### src/rtl/mux_8x1_rr.sv
`default_nettype none
// ============================================================================
// Module   : mux_8x1_rr
// Purpose  : Eight-lane round-robin multiplexer with valid/ready handshakes
//            and a single registered output stage. Each output word carries
//            the 3-bit index of the lane it came from, which is the select a
//            downstream 1-to-8 demultiplexer uses to route it back out.
//            Throughput is one word per clock.
// Ports    : clk            rising-edge clock
//            rst            synchronous active-high reset
//            a..h  [W]      lane data (index 0..7)
//            va..vh         lane valid
//            ra..rh         lane ready (combinational, at most one high)
//            y     [W]      output data (registered)
//            ys    [3]      source lane index of y (registered)
//            yv             output valid (registered)
//            yr             downstream ready
// Config   : `define MUX_8X1_RR_PRIO_EN makes lane a (index 0) a strict
//            high-priority lane; lanes 1..7 share the remaining cycles
//            round-robin. Undefined: plain eight-way round-robin.
// Revision : 1.0 - initial release
// ============================================================================
module mux_8x1_rr #(
    parameter int W = 8
) (
    input  logic         clk,
    input  logic         rst,
    input  logic [W-1:0] a,
    input  logic [W-1:0] b,
    input  logic [W-1:0] c,
    input  logic [W-1:0] d,
    input  logic [W-1:0] e,
    input  logic [W-1:0] f,
    input  logic [W-1:0] g,
    input  logic [W-1:0] h,
    input  logic         va,
    input  logic         vb,
    input  logic         vc,
    input  logic         vd,
    input  logic         ve,
    input  logic         vf,
    input  logic         vg,
    input  logic         vh,
    output logic         ra,
    output logic         rb,
    output logic         rc,
    output logic         rd,
    output logic         re,
    output logic         rf,
    output logic         rg,
    output logic         rh,
    output logic [W-1:0] y,
    output logic [2:0]   ys,
    output logic         yv,
    input  logic         yr
);

`ifdef MUX_8X1_RR_PRIO_EN
    localparam bit c_PRIO_EN = 1'b1;
`else
    localparam bit c_PRIO_EN = 1'b0;
`endif

    logic [W-1:0] r_y;
    logic [2:0]   r_ys;
    logic         r_yv;
    logic [2:0]   r_ptr;

    logic [7:0]   w_valid;
    logic [W-1:0] w_data [8];
    logic         w_load;
    logic         w_found;
    logic [2:0]   w_sel;
    logic [2:0]   w_idx;
    logic         w_grant;
    logic [7:0]   w_ready;

    assign w_valid = {vh, vg, vf, ve, vd, vc, vb, va};
    assign w_data[0] = a;
    assign w_data[1] = b;
    assign w_data[2] = c;
    assign w_data[3] = d;
    assign w_data[4] = e;
    assign w_data[5] = f;
    assign w_data[6] = g;
    assign w_data[7] = h;

    // Register is empty, or its word leaves on this edge.
    assign w_load = ~r_yv | yr;

    // Rotating search starting at r_ptr. In priority mode lane 0 wins
    // outright when valid and is otherwise excluded from the rotation.
    always_comb begin
        w_found = 1'b0;
        w_sel   = 3'd0;
        w_idx   = 3'd0;
        if (c_PRIO_EN && w_valid[0]) begin
            w_found = 1'b1;
        end
        for (int i = 0; i < 8; i++) begin
            w_idx = r_ptr + 3'(i);
            if (!w_found && w_valid[w_idx] && !(c_PRIO_EN && (w_idx == 3'd0))) begin
                w_found = 1'b1;
                w_sel   = w_idx;
            end
        end
    end

    // Reset blocks the grant so no lane word is consumed in a reset cycle.
    assign w_grant = w_found & w_load & ~rst;
    assign w_ready = w_grant ? (8'd1 << w_sel) : 8'd0;

    assign ra = w_ready[0];
    assign rb = w_ready[1];
    assign rc = w_ready[2];
    assign rd = w_ready[3];
    assign re = w_ready[4];
    assign rf = w_ready[5];
    assign rg = w_ready[6];
    assign rh = w_ready[7];

    always_ff @(posedge clk) begin
        if (rst) begin
            r_y   <= '0;
            r_ys  <= 3'd0;
            r_yv  <= 1'b0;
            r_ptr <= 3'd0;
        end else if (w_load) begin
            if (w_grant) begin
                r_y  <= w_data[w_sel];
                r_ys <= w_sel;
                r_yv <= 1'b1;
                // A priority grant to lane 0 leaves the rotation untouched.
                if (!(c_PRIO_EN && (w_sel == 3'd0))) begin
                    r_ptr <= w_sel + 3'd1;
                end
            end else begin
                r_yv <= 1'b0;
            end
        end
    end

    assign y  = r_y;
    assign ys = r_ys;
    assign yv = r_yv;

endmodule
`default_nettype wire

### config.mk
export PLATFORM = sky130hd
export DESIGN_NAME = mux_8x1_rr
export DESIGN_NICKNAME = d
export VERILOG_FILES = /design/src/rtl/mux_8x1_rr.sv
export SDC_FILE = /design/constraint.sdc
export NUM_CORES = 1
export LEC_CHECK = 0
export CORE_MARGIN = 2
export CORE_UTILIZATION = 48
export CTS_BUF_LIST = sky130_fd_sc_hd__clkbuf_16
export CTS_CLUSTER_DIAMETER = 150
export DETAILED_ROUTE_END_ITERATION = 12
export PLACE_DENSITY = 0.95
export RECOVER_POWER = 100
export SETUP_SLACK_MARGIN = 0.3
export SLEW_MARGIN = 40
export SYNTH_ARGS = -nofsm -noshare
export SYNTH_HDL_FRONTEND = slang
export SYNTH_SLANG_ARGS = --single-unit
export TNS_END_PERCENT = 100
### constraint.sdc
create_clock -name clk -period 13.4 [get_ports clk]
set_clock_uncertainty 0.2 [all_clocks]
set_input_delay 2.68 -clock clk [delete_from_list [all_inputs] [get_ports clk]]
set_output_delay 2.68 -clock clk [all_outputs]
set_load 0.005 [all_outputs]
# [Word-level counts from Yosys, hierarchy flattened]
# Index checks and enable logic that the tools add are counted.
[word_totals] regBits=15 inputBits=75 word_cells=80
[classes] addsub=8 order_cmp=9 shift=1 muxes=37 bitwise_logic=6 n_reduce_logical=15
[ops] operator="< comparator 3 x 4 -> 1 bit, second input constant" count=8
[ops] operator="binary-select mux 1 bit (select 3 bit)" count=8
[ops] operator="binary-select mux 8 bit (select 3 bit)" count=1
[ops] operator="2-to-1 mux 3 bit" count=8
[ops] operator="2-to-1 mux 8 bit" count=3
[ops] operator="2-to-1 mux 1 bit" count=17
[ops] operator="adder 3 bit, second input constant" count=4
[ops] operator="<< shifter 1 x 3 -> 8 bit, first input constant" count=1
[ops] operator="logical AND 1 bit" count=7
[ops] operator="logical NOT 1 bit" count=7
[ops] operator="adder 3 x 1 -> 3 bit, second input constant" count=2
[ops] operator="adder 3 x 2 -> 3 bit, second input constant" count=2
[ops] operator="greater-or-equal comparator 4 bit, second input constant" count=1
[ops] operator="inverter 3 -> 4 bit" count=1
[ops] operator="AND 1 bit" count=2
[ops] operator="inverter 1 bit" count=2
[ops] operator="AND reduction 2 bit" count=1
[ops] operator="OR 1 bit" count=1

# [Depth between registers and ports, before layout]
# Gate-level depths: netlist of run 1.
[logic_depth] depth_word=28 depth_mapped=18 ltp_nobuf=13

# [Worst setup path after synthesis of run 1]
# No wires, ideal clock.
[synth_path] kind="input to output" startpoint="input port vg" endpoint="output port rh" t_arrival_ns=5.100 required_ns=10.520 setup_slack_ns=5.420 stages=12 path_cell_list="mux4_2 -> mux2_2 -> or3_1 -> a31o_1 -> a211o_1 -> buf_4 -> nand2_2 -> buf_6 -> nand2_1 -> inv_1 -> ha_1 -> and2_1"
[synth_via] elab_chain_cells=27 elab_cells_between_ends=50 classes_between="1 x shift; 33 x mux; 2 x bitwise; 14 x reduce/logical"
[synth_rtl] element="start: declaration" line="42" rtl="input logic vg,"
[synth_rtl] element="binary-select mux 1 bit (select 3 bit)" line="102" rtl="if (!w_found && w_valid[w_idx] && !(c_PRIO_EN && (w_idx == 3'd0))) begin"
[synth_rtl] element="2-to-1 mux 1 bit (implied by the code)" line="102"
[synth_rtl] element="2-to-1 mux 1 bit" line="102"
[synth_rtl] element="logical NOT 1 bit" line="102"
[synth_rtl] element="logical AND 1 bit" line="102"
[synth_rtl] element="2-to-1 mux 1 bit" line="102"
[synth_rtl] element="logical NOT 1 bit" line="102"
[synth_rtl] element="logical AND 1 bit" line="102"
[synth_rtl] element="[10 not listed]"
[synth_rtl] element="logical NOT 1 bit" line="102"
[synth_rtl] element="logical AND 1 bit" line="102"
[synth_rtl] element="2-to-1 mux 1 bit" line="102"
[synth_rtl] element="logical NOT 1 bit" line="102"
[synth_rtl] element="logical AND 1 bit" line="102"
[synth_rtl] element="2-to-1 mux 1 bit" line="102"
[synth_rtl] element="AND 1 bit (2 in series)" line="110" rtl="assign w_grant = w_found & w_load & ~rst;"
[synth_rtl] element="2-to-1 mux 8 bit *" line="111" rtl="assign w_ready = w_grant ? (8'd1 << w_sel) : 8'd0;"
[synth_rtl] element="end: declaration" line="51" rtl="output logic rh,"
# Every way passes the cells marked *; elsewhere a longest branch is shown, timed or not. The select of a mux whose other input is x is not followed.

# [Worst setup path in the final report of run 1]
# Ends and elaborated chain as after synthesis.

==> results of run 1 <==
-- logic make-up after synthesis --
kind of cell | count (synthesis) | synth area share
flip-flops | 15 | 0.125
buffers and inverters | 25 | 0.0618
adder cells (fa/ha/maj) | 3 | 0.0156
XOR/XNOR | 3 | 0.0109
multiplexers | 56 | 0.328
AO/OA/AOI/OAI | 83 | 0.283
AND/OR/NAND/NOR | 76 | 0.176
-- critical path: stages --
cell and delay, ns:
dlygate4sd3_1 0.66, mux4_2 0.59, nor4_1 0.73, o211ai_1 0.34, o21ai_0 0.68, a211o_1 0.36
nand2_1 0.39, nand2_1 0.27, inv_1 0.07, ha_1 0.17, and2_1 0.12, dlygate4sd3_1 0.57
-- worst paths after layout --
kind	from	endpoint	slack (ns)	cells after the start
worst max-delay path	vg	rh	2.89	12
worst min-delay path	y[4]	y[4]	0.26	2
worst max register to register	r_ptr[0]	r_ptr[2]	7.55	13
worst min register to register	y[4]	y[4]	0.26	2
-- cell usage after synthesis (2+ instances only) --
| library cell | instances | area share |
|---|---|---|
| a211o_1 | 2 | 0.0073 |
| a211oi_1 | 10 | 0.031 |
| a21oi_1 | 2 | 0.0042 |
| a22o_1 | 2 | 0.0073 |
| a22oi_1 | 8 | 0.025 |
| a31o_1 | 2 | 0.0073 |
| and2_1 | 2 | 0.0052 |
| and4_1 | 2 | 0.0073 |
| buf_2 | 4 | 0.0083 |
| buf_4 | 3 | 0.0093 |
| buf_6 | 3 | 0.014 |
| clkbuf_1 | 7 | 0.011 |
| dfxtp_1 | 15 | 0.12 |
| ha_1 | 3 | 0.016 |
| inv_1 | 6 | 0.0093 |
| mux2_2 | 16 | 0.075 |
| mux2i_1 | 23 | 0.096 |
| mux4_2 | 15 | 0.14 |
| nand2_1 | 21 | 0.033 |
| nand2b_1 | 4 | 0.010 |
| nand3_1 | 16 | 0.033 |
| nor2_1 | 9 | 0.014 |
| nor3_1 | 7 | 0.015 |
| nor3b_1 | 2 | 0.0062 |
| o211ai_1 | 2 | 0.0062 |
| o211ai_2 | 7 | 0.036 |
| o21a_1 | 2 | 0.0062 |
| o21ai_0 | 15 | 0.031 |
| o21ai_1 | 3 | 0.0062 |
| o21bai_1 | 8 | 0.025 |
| o22ai_1 | 2 | 0.0052 |
| o2bb2ai_1 | 3 | 0.011 |
| xnor2_1 | 2 | 0.0073 |
-- placed cells by master (no fill, tap or decap), drive strengths merged, types with 3 or more instances in the layout --
cell | netlist | routed
nand3 | 16 | 16
nor3 | 7 | 7
clkdlybuf4s50 | 0 | 73
o21bai | 8 | 8
a211oi | 11 | 11
ha | 3 | 3
inv | 6 | 7
mux2i | 23 | 23
nand2 | 23 | 23
o2bb2ai | 3 | 3
nor2 | 9 | 9
dfxtp | 15 | 15
nand2b | 4 | 4
dlygate4sd3 | 0 | 21
a22oi | 8 | 8
o21ai | 19 | 19
o211ai | 9 | 9
mux2 | 17 | 17
clkbuf | 7 | 4
mux4 | 16 | 16
-- metal layers --
| metal | global-route usage | up-vias | wire [um] |
|---|---|---|---|
| li1 | - | 1204 | - |
| met1 | 0.362 | 1266 | 3070 |
| met2 | 0.449 | 152 | 3940 |
| met3 | 0.0254 | 14 | 626 |
| met4 | 0.0734 | 0 | 167 |
| met5 | 0 | - | 0 |
-- power by group --
part           internal [W]  switching, W  total (W)
combinational      0.000243      0.000275   0.000518
clock             0.0000395     0.0000185  0.0000581
sequential        0.0000620     0.0000253  0.0000873
-- sequential cells by signal, summed over array words and instances (netlist names) --
name   cells
yv         1
ys         3
y          8
r_ptr      3
-- final cells by class --
cell class | count | share of cell area
Multi-Input combinational cell | 221 | 0.577
Timing Repair Buffer | 95 | 0.279
Sequential cell | 15 | 0.0894
Tap cell | 67 | 0.0248
Clock buffer | 3 | 0.0222
Inverter | 6 | 0.00665
Clock inverter | 1 | 0.00111
-- metrics by stage --
stage,cells,util,hold WS (ns),setup WS (ns),cell area (sq um)
floorplan,261,-,0.239,5.42,2410
global route,408,0.708,0.300,2.66,3390
global placement,404,0.693,0.231,4.14,3320
CTS,408,0.710,0.267,3.90,3400
detailed placement,404,0.694,0.254,3.93,3320
finish,408,0.708,0.264,2.89,3390
==> results.sh, run 1 <==
export IMPL_dr_pass1_iters=4
export IMPL_die_area_sq_mm=0.00560
export IMPL_numCtsBuffers=3
export IMPL_grt_pass1_wl_um=11600
export IMPL_grtUsageTotal=0.266
export IMPL_drv_slew=0
export IMPL_relSlewSlack=0.463
export IMPL_clock_latency_ns=0.24
export IMPL_synth_nets=339
export IMPL_synth_main_ff_cell="dfxtp_1"
export IMPL_clk_pin_slew_ns=0.05
export IMPL_gp_congestion=0.937
export IMPL_ys_warn_count=0
export IMPL_cp_required_ns=10.52
export IMPL_post_cts_buffers=0
export IMPL_ys_seq_elements=15
export IMPL_p_total_w=0.000663
export IMPL_ys_seq_area_frac=0.125
export IMPL_syn_to_final_growth_pct=40.6
export IMPL_setup_tns_ns=0
export IMPL_fmax_mhz=95.1
export IMPL_pin_count=95
export IMPL_rows=25
export IMPL_synthCells=261
export IMPL_die_w_um=74.9
export IMPL_worst_slew_pin_transition_ns=0.799
export IMPL_async_reset_ff_frac=0
export IMPL_dp_hpwl_um=5800
export IMPL_htree_levels=1
export IMPL_rsz0062_at_grt="false"
export IMPL_clockBufferDepth=2
export IMPL_critPathLaunchType="primary input"
export IMPL_outcome="finished clean"
export IMPL_grt_overflow=0
export IMPL_hold_class="register to register"
export IMPL_tritoncts="yes"
export IMPL_post_cts_resized=0
export IMPL_antenna_found_initial=0
export IMPL_netlist_area_sq_mm=0.00241
export IMPL_cts_sinks=15
export IMPL_syn_avg_cell_area_sq_um=9.23
export IMPL_wire_per_inst_um=19.1
export IMPL_multi_input_area_sq_mm=0.00195
export IMPL_register_area_sq_um=303
export IMPL_core_area_sq_mm=0.00479
export IMPL_drt_iter0_markers=286
export IMPL_p_leak_nw=1.33
export IMPL_die_h_um=74.9
export IMPL_io_buffers=94
export IMPL_via_per_inst=6.46
export IMPL_diodes=0
export IMPL_vdd_ir_drop_max_mv=0.140
export IMPL_drv_cap=0
export IMPL_power_density_mw_per_mm2=196
export IMPL_timing_final_hold_violations=0
export IMPL_min_period_ns=10.51
export IMPL_clockRootBuffer="clkbuf_16"
export IMPL_ant_nets=0
export IMPL_num_nets_final=420
export IMPL_nFillCells=355
export IMPL_drive_above_1_share=0.141
export IMPL_synth_cell_types=66
export IMPL_drt_total_wl_um=7800
export IMPL_worstSetupEndpointType="output port"
export IMPL_critPathMaxFanout=12
export IMPL_grt_max_degree=22
export IMPL_synth_edff_count=0
export IMPL_start_util=0.504
export IMPL_cts_hold_buf=0
export IMPL_min_period_over_period=0.784
export IMPL_setup_viol=0
export IMPL_grt_pass1_vias=2353
export IMPL_critPathArrivalTime_ns=7.63
export IMPL_vias=2636
export IMPL_path_class="primary input to output port"
export IMPL_drc=0
(Power assumes the default switching activity.)
==> run 2, diff against run 1 <==
--- a/config.mk
+++ b/config.mk
@@ -6,11 +6,11 @@
 export NUM_CORES = 1
 export LEC_CHECK = 0
 export CORE_MARGIN = 2
-export CORE_UTILIZATION = 48
+export CORE_UTILIZATION = 41
 export CTS_BUF_LIST = sky130_fd_sc_hd__clkbuf_16
 export CTS_CLUSTER_DIAMETER = 150
 export DETAILED_ROUTE_END_ITERATION = 12
-export PLACE_DENSITY = 0.95
+export PLACE_DENSITY = 0.89
 export RECOVER_POWER = 100
 export SETUP_SLACK_MARGIN = 0.3
 export SLEW_MARGIN = 40
==> constraint.sdc (replaced) <==
create_clock -name clk -period 8.7 [get_ports clk]
set_clock_uncertainty 0.2 [all_clocks]
set_input_delay 1.74 -clock clk [delete_from_list [all_inputs] [get_ports clk]]
set_output_delay 1.74 -clock clk [all_outputs]
set_load 0.005 [all_outputs]
==> run 2 against run 1 <==
Final cell count rose by 1.5%; cell area increased by 0.48%; sequential power up 45%; clock-buffer cell count did not move; combinational power rose by 55%; utilization is 10 points lower; wire length increased by 2.7%; highest routed layer unchanged; hold slack got worse by 0.0080 ns; largest power group unchanged.
==> results.sh, run 2 (synthesis gave the netlist of run 1 again) <==
export IMPL_pin_count=95
export IMPL_crit_buf_inv=2
export IMPL_crit_path_end="re"
export IMPL_final_common_cell="clkdlybuf4s50_1"
export IMPL_setup_tns_ns=0
export IMPL_drive_above_1_share=0.146
export IMPL_htree_levels=1
export IMPL_cp_startpoint="vg"
export IMPL_ff2ff_setup_slack_ns=3.39
export IMPL_cpLargestDelayFamily="simple AND/OR/NAND/NOR gates"
export IMPL_worstSetupEndpointType="output port"
export IMPL_grt_max_degree=22
export IMPL_post_cts_buffers=0
export IMPL_gp_congestion=0.894
export IMPL_crit_chain="dlygate4sd3_1, mux4_2, nor4_1, and4bb_1, a311o_1, nand2_8, nand2_1, nor2_1, dlygate4sd3_1"
export IMPL_diodes=0
export IMPL_io_buffers=94
export IMPL_final_cell_mix="clkdlybuf4s50_1, mux2i_1, nand2_1"
export IMPL_via_per_inst=6.26
export IMPL_core_area_sq_mm=0.00561
export IMPL_post_cts_resized=0
export IMPL_slowest_stage="nor4_1"
export IMPL_vdd_ir_drop_max_mv=0.166
export IMPL_timing_final_hold_violations=0
export IMPL_relSlewSlack=0.451
export IMPL_power_density_mw_per_mm2=300
export IMPL_drt_total_wl_um=8010
export IMPL_clk_pin_slew_ns=0.05
export IMPL_route_met3_wl_um=480
export IMPL_critPathArrivalTime_ns=6.05
export IMPL_r2r_start="r_ptr[1]"
export IMPL_clockRootBuffer="clkbuf_16"
export IMPL_wl_met1_um=3140
export IMPL_r2r_end="y[6]"
export IMPL_die_h_um=80.7
export IMPL_critPathMaxFanout=19
export IMPL_start_util=0.430
export IMPL_dr_pass1_iters=5
export IMPL_die_area_sq_mm=0.00651
export IMPL_ant_nets=0
export IMPL_syn_to_final_growth_pct=41.2
export IMPL_final_util=0.607
export IMPL_highest_layer="met4"
export IMPL_wl_met2_um=4250
export IMPL_grt_overflow=0
export IMPL_critPathLaunchType="primary input"
export IMPL_min_period_ns=7.99
export IMPL_fmax_mhz=125
export IMPL_cts_hold_buf=0
export IMPL_cp_required_ns=6.76
export IMPL_antenna_found_initial=0
export IMPL_rows=27
export IMPL_outcome="finished clean"
export IMPL_vias=2590
export IMPL_drc=0
export IMPL_tritoncts="yes"
export IMPL_rsz0062_at_grt="false"
export IMPL_critPathMaxStageDelay_ns=0.75
export IMPL_clock_latency_ns=0.24
export IMPL_grt_pass1_vias=2319
export IMPL_path_class="primary input to output port"
export IMPL_worst_slew_pin_transition_ns=0.800
export IMPL_drv_cap=0
export IMPL_numCtsBuffers=3
export IMPL_drt_iter0_markers=220
export IMPL_cts_sinks=15
export IMPL_largest_reg_flops=8
export IMPL_grt_pass1_wl_um=11700
export IMPL_critPathMostFrequentCell="dlygate4sd3_1"
export IMPL_r2r_cells=10
export IMPL_die_w_um=80.7
export IMPL_grtUsageTotal=0.230
export IMPL_num_nets_final=421
export IMPL_min_period_over_period=0.918
export IMPL_wire_per_inst_um=19.3
export IMPL_setup_viol=0
export IMPL_hold_class="register to register"
export IMPL_dp_hpwl_um=6070
export IMPL_cp_depth=9
export IMPL_p_leak_nw=1.33
export IMPL_clockBufferDepth=2
export IMPL_drv_slew=0
run 2: metal layers:
layer / track usage / up-vias
li1: - / 1208
met1: 0.300 / 1239
met2: 0.408 / 131
met3: 0.0135 / 12
met4: 0.0627 / 0
met5: 0 / -
run 2: worst min-delay path: stages, from the launching register on:
cell	delay (ns)
dfxtp_1	0.31
nand2_1	0.05
nand2_1	0.05
run 2: how the worst min path moves through the flow:
| stage | startpoint | endpoint | slack, ns | cells past startpoint |
|---|---|---|---|---|
| floorplan | ys[2] | ys[2] | 0.24 | 2 |
| global placement | ys[2] | ys[2] | 0.23 | 2 |
| detailed placement | ys[2] | ys[2] | 0.24 | 2 |
| CTS | ys[2] | ys[2] | 0.25 | 2 |
| global route | ys[2] | ys[2] | 0.28 | 2 |
| finish | ys[2] | ys[2] | 0.26 | 2 |
run 2: area by class of cell:
class                           count  area, sq um
Sequential cell                    15          302
Clock buffer                        3         75.1
Clock inverter                      1         5.00
Fill cell                         485         2200
Multi-Input combinational cell    221         1960
Tap cell                           72         90.1
Inverter                            6         22.5
Timing Repair Buffer               96          952
run 2: through the flow:
step                      instance area (sq um)  total power, W  cells  setup WS (ns)  hold WS (ns)
after floorplan                            2410        0.000766    261           2.60         0.239
after global placement                     3330        0.000905    410           1.35         0.230
after detailed placement                   3330        0.000932    410           1.19         0.243
after CTS                                  3410         0.00103    414           1.15         0.251
after global routing                       3400         0.00109    414          0.541         0.277
final                                      3400         0.00102    414          0.710         0.256
run 2: where the power goes:
| group | total, W | switching, W | internal (W) | leakage [nW] |
|---|---|---|---|---|
| combinational | 0.000804 | 0.000427 | 0.000376 | 1.17 |
| sequential | 0.000127 | 0.0000320 | 0.0000954 | 0.125 |
| clock | 0.0000884 | 0.0000271 | 0.0000613 | 0.0409 |
| total | 0.00102 | 0.000486 | 0.000533 | 1.33 |
==> run 3, diff against run 2 <==
--- a/config.mk
+++ b/config.mk
@@ -5,6 +5,7 @@
 export SDC_FILE = /design/constraint.sdc
 export NUM_CORES = 1
 export LEC_CHECK = 0
+export ABC_CLOCK_PERIOD_IN_PS = 8700
 export CORE_MARGIN = 2
 export CORE_UTILIZATION = 41
 export CTS_BUF_LIST = sky130_fd_sc_hd__clkbuf_16
==> results of run 3 <==
Same layout as run 2: the final DEF is identical, and so are final timing and power.
